File: config.mk
export PLATFORM = sky130hd
export DESIGN_NAME = mult_job_sched_flat
export DESIGN_NICKNAME = d
export VERILOG_FILES = /design/src/rtl/mult_job_sched_pkg.sv /design/src/rtl/mult_job_sched_if.sv /design/src/rtl/mult_job_sched_rr_arb2.sv /design/src/rtl/mult_job_sched.sv /design/src/flat_wrapper.sv
export SDC_FILE = /design/constraint.sdc
export NUM_CORES = 1
export LEC_CHECK = 0
export BUFFER_PORTS_ARGS = -buffer_cell sky130_fd_sc_hd__buf_2
export CORE_MARGIN = 3
export CORE_UTILIZATION = 47
export DETAILED_ROUTE_END_ITERATION = 6
export GPL_ROUTABILITY_DRIVEN = 0
export HOLD_SLACK_MARGIN = 0.08
export PLACE_DENSITY = 0.87
export SLEW_MARGIN = 25
export SYNTH_ARGS = -nofsm -noshare
export SYNTH_HDL_FRONTEND = slang
export SYNTH_SLANG_ARGS = --single-unit
File: constraint.sdc
create_clock -name clk -period 1.5 [get_ports clk]
set_input_delay 0.375 -clock clk [delete_from_list [all_inputs] [get_ports clk]]
set_output_delay 0.375 -clock clk [all_outputs]
set_load 0.1 [all_outputs]
File: src/rtl/mult_job_sched_pkg.sv
// Shared definitions for the two-port multiply job scheduler: state codes,
// address width default and multiplier latency bounds.
package mult_job_sched_pkg;

  localparam int ADDR_W_DEF  = 3;
  localparam int MUL_LAT_MIN = 1;
  localparam int MUL_LAT_MAX = 15;
  localparam int CNT_W       = 4;

  // State codes double as the st_out debug value.
  typedef enum logic [2:0] {
    S_IDLE   = 3'd0,
    S_LOAD_A = 3'd1,
    S_LOAD_B = 3'd2,
    S_MULT   = 3'd3,
    S_WRITE  = 3'd4,
    S_DONE   = 3'd5
  } state_t;

  // Out-of-range latencies are clamped so the MULT counter always fits.
  function automatic logic [CNT_W-1:0] mult_cnt_init(int lat);
    int l;
    l = lat;
    if (l < MUL_LAT_MIN) l = MUL_LAT_MIN;
    if (l > MUL_LAT_MAX) l = MUL_LAT_MAX;
    return CNT_W'(l - 1);
  endfunction

endpackage

File: src/rtl/mult_job_sched_if.sv
// Job request / datapath control bundle between requesters and the scheduler.
interface mult_job_sched_if #(
  parameter int ADDR_W = mult_job_sched_pkg::ADDR_W_DEF
);

  logic [1:0]          req;
  logic [2*ADDR_W-1:0] src_a;
  logic [2*ADDR_W-1:0] src_b;
  logic [2*ADDR_W-1:0] dst;
  logic [1:0]          grant;
  logic [1:0]          done;
  logic                busy;
  logic [ADDR_W-1:0]   rf_adr;
  logic                ld_a;
  logic                ld_b;
  logic                ram_we;
  logic [ADDR_W-1:0]   ram_adr;
  logic [2:0]          st_out;

  modport master (
    output req, src_a, src_b, dst,
    input  grant, done, busy, rf_adr, ld_a, ld_b, ram_we, ram_adr, st_out
  );

  modport slave (
    input  req, src_a, src_b, dst,
    output grant, done, busy, rf_adr, ld_a, ld_b, ram_we, ram_adr, st_out
  );

endinterface

File: src/rtl/mult_job_sched_rr_arb2.sv
// Two-requester round-robin arbiter; the pointer remembers who was granted
// last so a tie goes to the other requester.
module rr_arb2 (
  input  logic       clk,
  input  logic       reset,
  input  logic [1:0] req_i,
  input  logic       adv_i,
  output logic [1:0] gnt_o
);

  logic last_q;
  logic last_d;

  always_comb begin
    gnt_o = 2'b00;
    case (req_i)
      2'b01:   gnt_o = 2'b01;
      2'b10:   gnt_o = 2'b10;
      2'b11:   gnt_o = last_q ? 2'b01 : 2'b10;
      default: gnt_o = 2'b00;
    endcase
  end

  assign last_d = adv_i ? gnt_o[1] : last_q;

  // Reset value 1 means "requester 1 went last", so requester 0 wins first.
  always_ff @(posedge clk or posedge reset) begin
    if (reset) last_q <= 1'b1;
    else       last_q <= last_d;
  end

endmodule

File: src/rtl/mult_job_sched.sv
// Shares the register-file / multiplier / RAM datapath between two requesters,
// sequencing operand loads, multiply wait and result write per granted job.
module mult_job_sched
  import mult_job_sched_pkg::*;
#(
  parameter int ADDR_W  = ADDR_W_DEF,
  parameter int MUL_LAT = 1
) (
  input  logic            clk,
  input  logic            reset,
  mult_job_sched_if.slave bus
);

  localparam logic [CNT_W-1:0] CNT_INIT = mult_cnt_init(MUL_LAT);

  state_t             state_q, state_d;
  logic [CNT_W-1:0]   cnt_q, cnt_d;
  logic [ADDR_W-1:0]  a_q, b_q, dst_q;
  logic               id_q;
  logic [1:0]         arb_gnt;
  logic               take;
  logic               win;

  assign take = (state_q == S_IDLE) && (|bus.req) && !reset;
  assign win  = arb_gnt[1];

  rr_arb2 u_arb (
    .clk   (clk),
    .reset (reset),
    .req_i (bus.req),
    .adv_i (take),
    .gnt_o (arb_gnt)
  );

  always_ff @(posedge clk or posedge reset) begin
    if (reset) begin
      state_q <= S_IDLE;
      cnt_q   <= '0;
    end else begin
      state_q <= state_d;
      cnt_q   <= cnt_d;
    end
  end

  // Job fields are frozen at grant; they need no reset since every output
  // that exposes them is qualified by state.
  always_ff @(posedge clk) begin
    if (take) begin
      a_q   <= bus.src_a[win*ADDR_W +: ADDR_W];
      b_q   <= bus.src_b[win*ADDR_W +: ADDR_W];
      dst_q <= bus.dst[win*ADDR_W +: ADDR_W];
      id_q  <= win;
    end
  end

  always_comb begin
    state_d     = state_q;
    cnt_d       = cnt_q;
    bus.grant   = 2'b00;
    bus.done    = 2'b00;
    bus.busy    = 1'b1;
    bus.rf_adr  = '0;
    bus.ld_a    = 1'b0;
    bus.ld_b    = 1'b0;
    bus.ram_we  = 1'b0;
    bus.ram_adr = '0;
    bus.st_out  = state_q;
    case (state_q)
      S_IDLE: begin
        bus.busy = 1'b0;
        if (take) begin
          bus.grant = arb_gnt;
          state_d   = S_LOAD_A;
        end
      end
      S_LOAD_A: begin
        bus.rf_adr = a_q;
        bus.ld_a   = 1'b1;
        state_d    = S_LOAD_B;
      end
      S_LOAD_B: begin
        bus.rf_adr = b_q;
        bus.ld_b   = 1'b1;
        cnt_d      = CNT_INIT;
        state_d    = S_MULT;
      end
      S_MULT: begin
        if (cnt_q == '0) state_d = S_WRITE;
        else             cnt_d   = cnt_q - 1'b1;
      end
      S_WRITE: begin
        bus.ram_adr = dst_q;
        bus.ram_we  = 1'b1;
        state_d     = S_DONE;
      end
      S_DONE: begin
        bus.done = id_q ? 2'b10 : 2'b01;
        state_d  = S_IDLE;
      end
      default: begin
        bus.busy   = 1'b0;
        bus.st_out = S_IDLE;
        state_d    = S_IDLE;
      end
    endcase
  end

endmodule

File: src/flat_wrapper.sv
// flat-port wrapper written by rule: the top's interface ports become plain ports
module mult_job_sched_flat import mult_job_sched_pkg::*;
#(
  parameter int ADDR_W  = ADDR_W_DEF,
  parameter int MUL_LAT = 1
)
  (clk, reset, bus_req, bus_src_a, bus_src_b, bus_dst, bus_grant, bus_done, bus_busy, bus_rf_adr, bus_ld_a, bus_ld_b, bus_ram_we, bus_ram_adr, bus_st_out);
  mult_job_sched_if #(.ADDR_W(ADDR_W)) bus_i ();
  input  logic clk;
  input  logic reset;
  input wire logic [$bits(bus_i.req)-1:0] bus_req;
  input wire logic [$bits(bus_i.src_a)-1:0] bus_src_a;
  input wire logic [$bits(bus_i.src_b)-1:0] bus_src_b;
  input wire logic [$bits(bus_i.dst)-1:0] bus_dst;
  output wire logic [$bits(bus_i.grant)-1:0] bus_grant;
  output wire logic [$bits(bus_i.done)-1:0] bus_done;
  output wire logic [$bits(bus_i.busy)-1:0] bus_busy;
  output wire logic [$bits(bus_i.rf_adr)-1:0] bus_rf_adr;
  output wire logic [$bits(bus_i.ld_a)-1:0] bus_ld_a;
  output wire logic [$bits(bus_i.ld_b)-1:0] bus_ld_b;
  output wire logic [$bits(bus_i.ram_we)-1:0] bus_ram_we;
  output wire logic [$bits(bus_i.ram_adr)-1:0] bus_ram_adr;
  output wire logic [$bits(bus_i.st_out)-1:0] bus_st_out;
  assign bus_i.req = bus_req;
  assign bus_i.src_a = bus_src_a;
  assign bus_i.src_b = bus_src_b;
  assign bus_i.dst = bus_dst;
  assign bus_grant = bus_i.grant;
  assign bus_done = bus_i.done;
  assign bus_busy = bus_i.busy;
  assign bus_rf_adr = bus_i.rf_adr;
  assign bus_ld_a = bus_i.ld_a;
  assign bus_ld_b = bus_i.ld_b;
  assign bus_ram_we = bus_i.ram_we;
  assign bus_ram_adr = bus_i.ram_adr;
  assign bus_st_out = bus_i.st_out;
  mult_job_sched #(.ADDR_W(ADDR_W), .MUL_LAT(MUL_LAT)) u_core (.clk(clk), .reset(reset), .bus(bus_i));
endmodule
==> flow_summary.json, run 1 <==
{
  "status": "stopped before the end",
  "stop_stage": "global routing",
  "firstError": "[ERROR DPL-0038] Utilization greater than 100%, impossible to legalize",
  "clock_tree.root_cell": "clkbuf_4",
  "yosysSeqAreaShare_pct": 49.02,
  "yosysMostFrequentCell": "edfxtp_1",
  "worst_endpoint": "bus_ram_adr[1]",
  "synth_async_sr_flop_share_pct": 44.44,
  "ys_types": 38,
  "row_count": 16,
  "clock_sinks": 18,
  "synthTopCellsByArea": "edfxtp_1, dfrtp_1, mux2_1",
  "ys.flop_type": "edfxtp_1",
  "die_h_um": 52.67,
  "yosys.area.top_type": "edfxtp_1",
  "syn-cell-area_um2": 1023,
  "yosys_warnings": 0,
  "portBuffers": 38,
  "clock_path_buffers": 2,
  "cts_buffers": 3,
  "cts_max_level": 1,
  "die_x_um": 52.67,
  "synth_cells": 90,
  "grt_max_degree": 11,
  "io_pins": 39,
  "initial_core_util_pct": 51.13,
  "place_area_um2": 1702,
  "syn_avg_cell_area_um2": 11.37,
  "synth.top_cell.area_share_pct": 29.34,
  "synth.net_count": 114,
  "synth.ff_latch_count": 18,
  "place.detailed.hpwl_mm": 2.304,
  "synth_edf_count": 10,
  "endpoint_type": "primary output",
  "synth_common_cells": "edfxtp_1, mux2_1, dfrtp_1, nor2_1"
}
logic make-up after synthesis:
kind of cell	count (synthesis)	synth area share [%]
and+or+nand+nor	34	20.29
AOI/OAI and AO/OA	17	12.10
adders and majority gates	2	2.445
muxes	10	11.37
DFF	18	49.02
buffers and inverters	9	4.767
timing repair:
action | CTS
hold endpoints to repair | 7
hold buffers | 1
gates resized for setup | 20
pin swaps | 8
endpoints found under the setup margin | 19
cloned | 0
setup buffers | 8
per-stage QoR:
stage               util [%]  setup TNS (ns)  instances  setup slack [ns]
detailed placement     85.00          -1.282        168           -0.1724
global placement       85.00         -0.7074        168          -0.09724
floorplan                  -          -5.736         90           -0.7283
CTS                    93.56          -6.163        181           -0.4392
==> run 2, diff against run 1 <==
- CORE_AREA: default -> 3 3 64 66
- CORE_MARGIN: 3 -> default
- CORE_UTILIZATION: 47 -> default
- DIE_AREA: default -> 0 0 67 69
- HOLD_SLACK_MARGIN: 0.08 -> default
- PLACE_DENSITY: 0.87 -> default
- PLACE_DENSITY_LB_ADDON: default -> 0.15
==> flow_summary.json, run 2 <==
{
  "n_antenna_cell": 0,
  "synth.ff_latch_count": 18,
  "critPathKind": "flop to output pin",
  "yosys_warnings": 0,
  "start_kind": "flop",
  "endpoint_kind": "output pin",
  "layout_commonest_cell": "buf_2",
  "fin_crit_ns": 1.863,
  "leakagePower_nw": 0.7879,
  "routed_wl_mm": 2.604,
  "design_area_um2": 1913,
  "yosysSeqAreaShare_pct": 49.02,
  "clock_path_buffers": 2,
  "clock_skew_ns": 0.003719,
  "synthTopCellsByArea": "edfxtp_1, dfrtp_1, mux2_1",
  "grt_max_degree": 18,
  "status": "finished with violations",
  "routedWlPerCell_um": 12.96,
  "slew-limit-headroom_pct": 76.31,
  "irDropWorstVdd_mv": 0.6773,
  "p_int_mw": 2.143,
  "drive_gt1_share_pct": 64.71,
  "cts_max_level": 1,
  "drc": 0,
  "largest_reg_flops": 4,
  "first_iter_violations": 22,
  "grt_pass1_wl_mm": 4.367,
  "seq_power_share_pct": 16.9,
  "synth_common_cells": "edfxtp_1, mux2_1, dfrtp_1, nor2_1",
  "synth_cells": 90,
  "hold_violations": 0,
  "vias_per_cell": 4.721,
  "min_path_type": "input port to asynchronous set/reset pin",
  "setup_tns_ns": -4.745,
  "cts_tree": "done",
  "final_cell_mix": "buf_2, buf_4, buf_12, edfxtp_1, mux2_1",
  "place.detailed.hpwl_mm": 2.027,
  "rsz0062_at_grt": "yes",
  "hold_ws_ns": 0.08743,
  "final_util_pct": 52.65,
  "synth.net_count": 114,
  "max_freq_ghz": 0.5368,
  "setup_ws_ns": -0.3629,
  "grt-ovfl-total": 0,
  "row_count": 22,
  "drv_cap": 0,
  "worstPathRequired_ns": 1.12,
  "violations": "setup timing",
  "die_h_um": 69,
  "die_area_um2": 4623,
  "cts_buffers": 3,
  "grt_usage_pct": 11.91,
  "num-fill-cells": 329,
  "worstMarginPinSlew_ns": 0.3550,
  "arrival_ns": 1.49,
  "setup_viol_count_final": 17,
  "ys_types": 38,
  "drv_slew": 0,
  "period_share_pct": 124.2,
  "core_um2": 3633,
  "pwr_density_cell_nw_per_um2": 2200,
  "clkPwrFrac_pct": 8.2,
  "ant_nets": 0,
  "synth_async_sr_flop_share_pct": 44.44,
  "dr.pass1.iters": 4,
  "pwr-share-comb_pct": 74.9,
  "final-seq-area_um2": 501.7,
  "portBuffers": 38,
  "yosysMostFrequentCell": "edfxtp_1",
  "antenna_found_initial": 0,
  "vias": 949,
  "p_sw_mw": 2.066,
  "grt_pass1_vias": 971,
  "clk_latency_ns": 0.25,
  "cts_hold_buf": 0,
  "syn_avg_cell_area_um2": 11.37,
  "synth.top_cell.area_share_pct": 29.34,
  "multi_input_area_um2": 613.1,
  "initial_core_util_pct": 28.17,
  "synth_edf_count": 10,
  "die_x_um": 67,
  "clock_sinks": 18,
  "clk_pin_slew_ns": 0.07,
  "area_delta_synth_final_pct": 86.92,
  "largest-register": "u_core.cnt_q",
  "layout.nets": 178,
  "crit_fanout": 5,
  "ys.flop_type": "edfxtp_1",
  "place_area_um2": 1743,
  "io_pins": 39,
  "yosys.area.top_type": "edfxtp_1",
  "clock_tree.root_cell": "clkbuf_8",
  "syn-cell-area_um2": 1023,
  "p_sw_share_pct": 49.08
}
## run 2: kinds of logic after synthesis
group / Yosys count / share of synthesized area [%]
simple gates: 34 / 20.29
fa+ha+maj: 2 / 2.445
compound gates: 17 / 12.10
buf+inv: 9 / 4.767
mux: 10 / 11.37
flops: 18 / 49.02
## run 2: metal layers
layer | up-vias | GRT usage [%] | part of all wire (%)
met5 | - | 0 | 0
met4 | 0 | 3.378 | 0.77
met3 | 2 | 3.583 | 6.5
met2 | 30 | 19.76 | 50
met1 | 462 | 14.65 | 43
li1 | 455 | - | -
## run 2: path summary, 6_finish.rpt
check                      depth (start not counted)                               to  slack, ns                           from
max reg2reg                                        5  u_core.u_arb.last_q$_DFFE_PP1N_       0.06  u_core.state_q[2]$_DFFE_PP0P_
max                                                5                   bus_ram_adr[2]      -0.36  u_core.state_q[1]$_DFFE_PP0P_
min in group clk                                   2          u_core.b_q[2]$_DFFE_PN_       0.40                   bus_src_b[2]
max in group asynchronous                          2  u_core.u_arb.last_q$_DFFE_PP1N_       1.11                          reset
min                                                2    u_core.state_q[0]$_DFFE_PP0P_       0.09                          reset
min reg2reg                                        1      u_core.cnt_q[2]$_DFFE_PP0P_       0.53    u_core.cnt_q[2]$_DFFE_PP0P_
## run 2: what timing repair did
action / 4_1_cts / 5_1_grt
endpoints found under the setup margin: 18 / 20
buffers inserted: 3 / 5
pin swaps: 3 / 8
hold endpoints to repair: 0 / 0
gates resized for setup: 10 / 13
## run 2: final cells by class
cell class / instances / share of cell area [%]
Tap cell: 48 / 3.139
Clock inverter: 1 / 0.1962
Multi-Input combinational cell: 63 / 32.05
Clock buffer: 3 / 2.158
Sequential cell: 18 / 26.23
Timing Repair Buffer: 64 / 35.32
Inverter: 4 / 0.9156
## run 2: power by group through the flow
stage,clock network [mW],registers (mW),logic (mW)
5_1_grt,0.376,0.723,3.29
4_1_cts,0.357,0.700,3.01
3_5_place_dp,0,0.700,2.89
6_report,0.345,0.709,3.15
3_3_place_gp,0,0.697,2.87
2_1_floorplan,0,0.705,1.88
## run 2: through the flow
step / total power [mW] / instances / worst slack, ns
after floorplan: 2.581 / 90 / -0.7283
after global placement: 3.570 / 191 / -0.1125
after detailed placement: 3.595 / 191 / -0.1247
after CTS: 4.071 / 197 / -0.3489
after global routing: 4.389 / 201 / -0.4342
final: 4.209 / 201 / -0.3629
## run 2: worst max-delay path, cell delays in order (launching register included)
cell and delay [ns]:
dfrtp_1 0.43, buf_6 0.15, nor2b_4 0.13, and2b_4 0.19, and2_4 0.16, buf_12 0.16
(Power assumes the default switching activity.)
==> run 3, diff against run 2 <==
- CTS_BUF_LIST: default -> sky130_fd_sc_hd__clkbuf_4
- PLACE_DENSITY_LB_ADDON: 0.15 -> 0.1
==> flow_summary.json, run 3 (synthesis results as in run 2) <==
{
  "cts_buffers": 3,
  "drv_slew": 0,
  "largest_reg_flops": 4,
  "grt_pass1_vias": 1002,
  "place_ws_ns": -0.1344,
  "clock_path_buffers": 2,
  "final_cell_count_no_fill": 210,
  "vias_per_cell": 4.729,
  "design_power_total_mw": 4.438,
  "core_um2": 3633,
  "setup_viol_count_final": 17,
  "row_count": 22,
  "critPathKind": "flop to output pin",
  "drive_gt1_share_pct": 68.52,
  "die_area_um2": 4623,
  "violations": "setup timing",
  "clk_latency_ns": 0.29,
  "cp_slowest_cell": "dfrtp_2",
  "vias": 993,
  "arrival_ns": 1.54,
  "layout_commonest_cell": "buf_4",
  "leakagePower_nw": 0.8450,
  "cts_max_level": 1,
  "dr.pass1.iters": 4,
  "endpoint_kind": "output pin",
  "clock_sinks": 18,
  "die_h_um": 69,
  "crit_chain": "buf_6 > nor2b_4 > and2b_4 > and2_4 > buf_12",
  "grt_pass1_wl_mm": 4.485,
  "io_pins": 39,
  "fin_crit_ns": 1.914,
  "hold_violations": 0,
  "final_cell_mix": "buf_4, buf_2, buf_12, edfxtp_1, mux2_1",
  "crit_fanout": 6,
  "max_stage_delay_ns": 0.47,
  "dp_cells": 190,
  "min_path_type": "input port to asynchronous set/reset pin",
  "start_kind": "flop",
  "place_area_um2": 1735,
  "clk_pin_slew_ns": 0.11,
  "status": "finished with violations",
  "clock_tree.root_cell": "clkbuf_4",
  "rsz0062_at_grt": "yes",
  "setup_ws_ns": -0.4138,
  "ant_nets": 0,
  "portBuffers": 38,
  "final_util_pct": 55.58,
  "pwr_density_cell_nw_per_um2": 2198,
  "worstPathRequired_ns": 1.12,
  "max_freq_ghz": 0.5225,
  "largest-register": "u_core.cnt_q",
  "routedWlPerCell_um": 13.50,
  "antenna_found_initial": 0,
  "cts_tree": "done",
  "design_area_um2": 2019,
  "drv_cap": 0,
  "grt-ovfl-total": 0,
  "clock_skew_ns": 0.009619,
  "slew-limit-headroom_pct": 77.00,
  "place.detailed.hpwl_mm": 1.948,
  "layout.nets": 187,
  "initial_core_util_pct": 28.17,
  "irDropWorstVdd_mv": 0.7269,
  "area_delta_synth_final_pct": 97.31,
  "worstMarginPinSlew_ns": 0.3423,
  "drc": 0,
  "die_x_um": 67,
  "grt_max_degree": 18,
  "period_share_pct": 127.6,
  "routed_wl_mm": 2.835,
  "grt_usage_pct": 12.51,
  "n_antenna_cell": 0,
  "first_iter_violations": 34
}
[run 3: cell count changes in the layout (fill, tap and decap cells not counted), sizes merged]
cell / delta
buf: +8
clkbuf: +2
clkinv: -1
[run 3: layout make-up]
type | count | area (µm²)
inverter | 4 | 15.01
tap | 48 | 60.06
clock buffer | 4 | 30.03
multi-input combinational | 63 | 630.6
timing repair buffer | 73 | 780.7
sequential | 18 | 503.0
fill | 313 | 1614
[run 3: repair_timing]
action / in CTS / in global routing
resized for setup: 18 / 13
endpoints found under the hold margin: 0 / 0
buffers inserted: 7 / 12
pin swaps: 10 / 4
setup endpoints to repair: 17 / 32
cloned: 0 / 1
hold buffers: 0 / 0
[run 3: worst paths after layout]
path / slack [ns] / from / depth (start not counted) / to
setup reg to reg: 0.03 / u_core.state_q[0]$_DFFE_PP0P_ / 6 / u_core.u_arb.last_q$_DFFE_PP1N_
setup / recovery: -0.41 / u_core.state_q[1]$_DFFE_PP0P_ / 5 / bus_ram_adr[1]
hold reg to reg: 0.55 / u_core.cnt_q[2]$_DFFE_PP0P_ / 1 / u_core.cnt_q[2]$_DFFE_PP0P_
max in group asynchronous: 1.18 / reset / 2 / u_core.u_arb.last_q$_DFFE_PP1N_
hold / removal: 0.03 / reset / 2 / u_core.state_q[0]$_DFFE_PP0P_
min in group clk: 0.36 / bus_src_a[2] / 2 / u_core.a_q[2]$_DFFE_PN_
[run 3: through the flow]
stage / setup TNS, ns / hold WS (ns)
finish: -5.827 / 0.02924
global route: -6.925 / 0.04797
CTS: -5.615 / 0.03087
detailed placement: -0.9708 / 0.3607
global placement: -0.8806 / 0.3641
floorplan: -5.736 / 0.1899
[run 3: worst max-delay path: cells and delay by family, from the launching register on]
family                 cells  cell delay [ns]
buffers and inverters      2             0.30
flip-flops                 1             0.47
AND/OR/NAND/NOR            3             0.46
[run 3: per-layer routing]
| metal | routed length [µm] | up-vias | GRT usage [%] |
|---|---|---|---|
| li1 | - | 477 | - |
| met1 | 1187 | 475 | 15.90 |
| met2 | 1399 | 35 | 19.54 |
| met3 | 186 | 6 | 3.420 |
| met4 | 61 | 0 | 5.405 |
| met5 | 0 | - | 0 |
[run 3: report_power, final]
| group | switching (mW) | internal, mW |
|---|---|---|
| combinational | 1.91 | 1.53 |
| clock | 0.146 | 0.121 |
| sequential | 0.0821 | 0.646 |
| total | 2.14 | 2.30 |
==> run 4, diff against run 3 <==
- CTS_CLUSTER_SIZE: default -> 10
- SETUP_SLACK_MARGIN: default -> 0.5
==> flow_summary.json, run 4 (synthesis results as in run 2) <==
{
  "layout_commonest_cell": "buf_2",
  "irDropWorstVdd_mv": 0.9834,
  "setup_ws_ns": -0.4172,
  "min_path_type": "input port to asynchronous set/reset pin",
  "drv_slew": 0,
  "die_x_um": 67,
  "cts_max_level": 1,
  "first_iter_violations": 25,
  "fin_crit_ns": 1.917,
  "arrival_ns": 1.54,
  "drc": 0,
  "status": "finished with violations",
  "core_um2": 3633,
  "routed_wl_mm": 2.694,
  "grt-ovfl-total": 0,
  "max_freq_ghz": 0.5216,
  "hold_ws_ns": 0.02761,
  "ant_nets": 0,
  "layout.nets": 186,
  "n_antenna_cell": 0,
  "place_area_um2": 1787,
  "grt_pass1_vias": 966,
  "cts_hold_buf": 0,
  "clock_tree.root_cell": "clkbuf_4",
  "grt_usage_pct": 12.16,
  "start_kind": "flop",
  "area_delta_synth_final_pct": 104.5,
  "clk_latency_ns": 0.29,
  "worstPathRequired_ns": 1.12,
  "violations": "setup timing",
  "drive_gt1_share_pct": 77.02,
  "largest-register": "u_core.cnt_q",
  "final_cell_mix": "buf_2, buf_12, buf_4, buf_6",
  "r2r_cells": 7,
  "die_area_um2": 4623,
  "dr.pass1.iters": 4,
  "leakagePower_nw": 0.8923,
  "period_share_pct": 127.8,
  "drv_cap": 0,
  "row_count": 22,
  "clock_skew_ns": 0.002395,
  "setup_tns_ns": -6.138,
  "crit_fanout": 5,
  "grt_max_degree": 19,
  "place.detailed.hpwl_mm": 1.990,
  "antenna_found_initial": 0,
  "cts_tree": "done",
  "final_util_pct": 57.61,
  "vias_per_cell": 4.679,
  "largest_reg_flops": 4,
  "place_ws_ns": -0.1125,
  "endpoint_kind": "output pin",
  "setup_viol_count_final": 17,
  "cts_buffers": 3,
  "hold_violations": 0,
  "reg2reg_to": "u_core.state_q[2]$_DFFE_PP0P_",
  "io_pins": 39,
  "slew-limit-headroom_pct": 77.72,
  "worstMarginPinSlew_ns": 0.3338,
  "critPathKind": "flop to output pin",
  "clk_pin_slew_ns": 0.10,
  "r2r-start": "u_core.state_q[2]$_DFFE_PP0P_",
  "r2r_slack_ns": 0.02,
  "pwr_density_cell_nw_per_um2": 2057,
  "initial_core_util_pct": 28.17,
  "routedWlPerCell_um": 12.89,
  "die_h_um": 69,
  "design_area_um2": 2093,
  "rsz0062_at_grt": "yes",
  "portBuffers": 38,
  "clock_sinks": 18,
  "vias": 978,
  "clock_path_buffers": 2,
  "grt_pass1_wl_mm": 4.457
}
-- run 4: cell types whose count changed in the layout (fill, tap and decap cells not counted), moves of 2 or more --
cell    delta
buf_12     -2
buf_4      -9
buf_6      +9
mux2_1     -9
mux2_4     +9
-- run 4: metrics by stage --
step                      power (mW)  std cells
final                          4.306        209
after CTS                      4.205        204
after global placement         3.601        186
after global routing           4.468        209
after floorplan                2.661         90
after detailed placement       3.632        186
-- run 4: what timing repair did --
item | in CTS | in global routing
gates resized for setup | 24 | 8
pin swaps | 11 | 5
cloned | 1 | 0
setup buffers | 13 | 5
setup endpoints to repair | 45 | 45
-- run 4: layer usage --
metal,part of all wire (%),vias to the layer above,track usage (%)
li1,-,473,-
met1,39,475,14.80
met2,55,28,21.40
met3,4.8,2,2.117
met4,0.30,0,3.378
met5,0,-,0
-- run 4: how the worst max path moves through the flow --
| stage | startpoint | end | slack [ns] | cells past startpoint |
|---|---|---|---|---|
| floorplan | u_core.state_q[1]$_DFFE_PP0P_ | bus_ram_adr[0] | -0.73 | 3 |
| global placement | u_core.state_q[1]$_DFFE_PP0P_ | bus_ram_adr[0] | -0.11 | 5 |
| detailed placement | u_core.state_q[1]$_DFFE_PP0P_ | bus_ram_adr[1] | -0.11 | 5 |
| CTS | u_core.state_q[0]$_DFFE_PP0P_ | bus_grant[0] | -0.40 | 4 |
| global route | u_core.state_q[1]$_DFFE_PP0P_ | bus_ram_adr[2] | -0.48 | 5 |
| finish | u_core.state_q[1]$_DFFE_PP0P_ | bus_rf_adr[2] | -0.42 | 5 |
-- run 4: critical path, stage by stage (launching register included) --
cell     delay, ns
dfrtp_2       0.48
buf_4         0.15
nor2b_2       0.21
a22oi_2       0.11
nor2_4        0.12
buf_12        0.18
-- run 4: cell type report --
cell class	count	area [µm²]
clock buffer	4	30.03
multi-input combinational	63	686.9
fill	312	1540
sequential	18	504.2
tap	48	60.06
inverter	4	20.02
timing repair buffer	72	792.0
-- run 4: power breakdown --
| part | total, mW | internal (mW) | switching (mW) | leakage, nW |
|---|---|---|---|---|
| Clock | 0.269 | 0.121 | 0.148 | 0.0184 |
| Sequential | 0.748 | 0.649 | 0.0988 | 0.193 |
| Combinational | 3.29 | 1.41 | 1.88 | 0.681 |
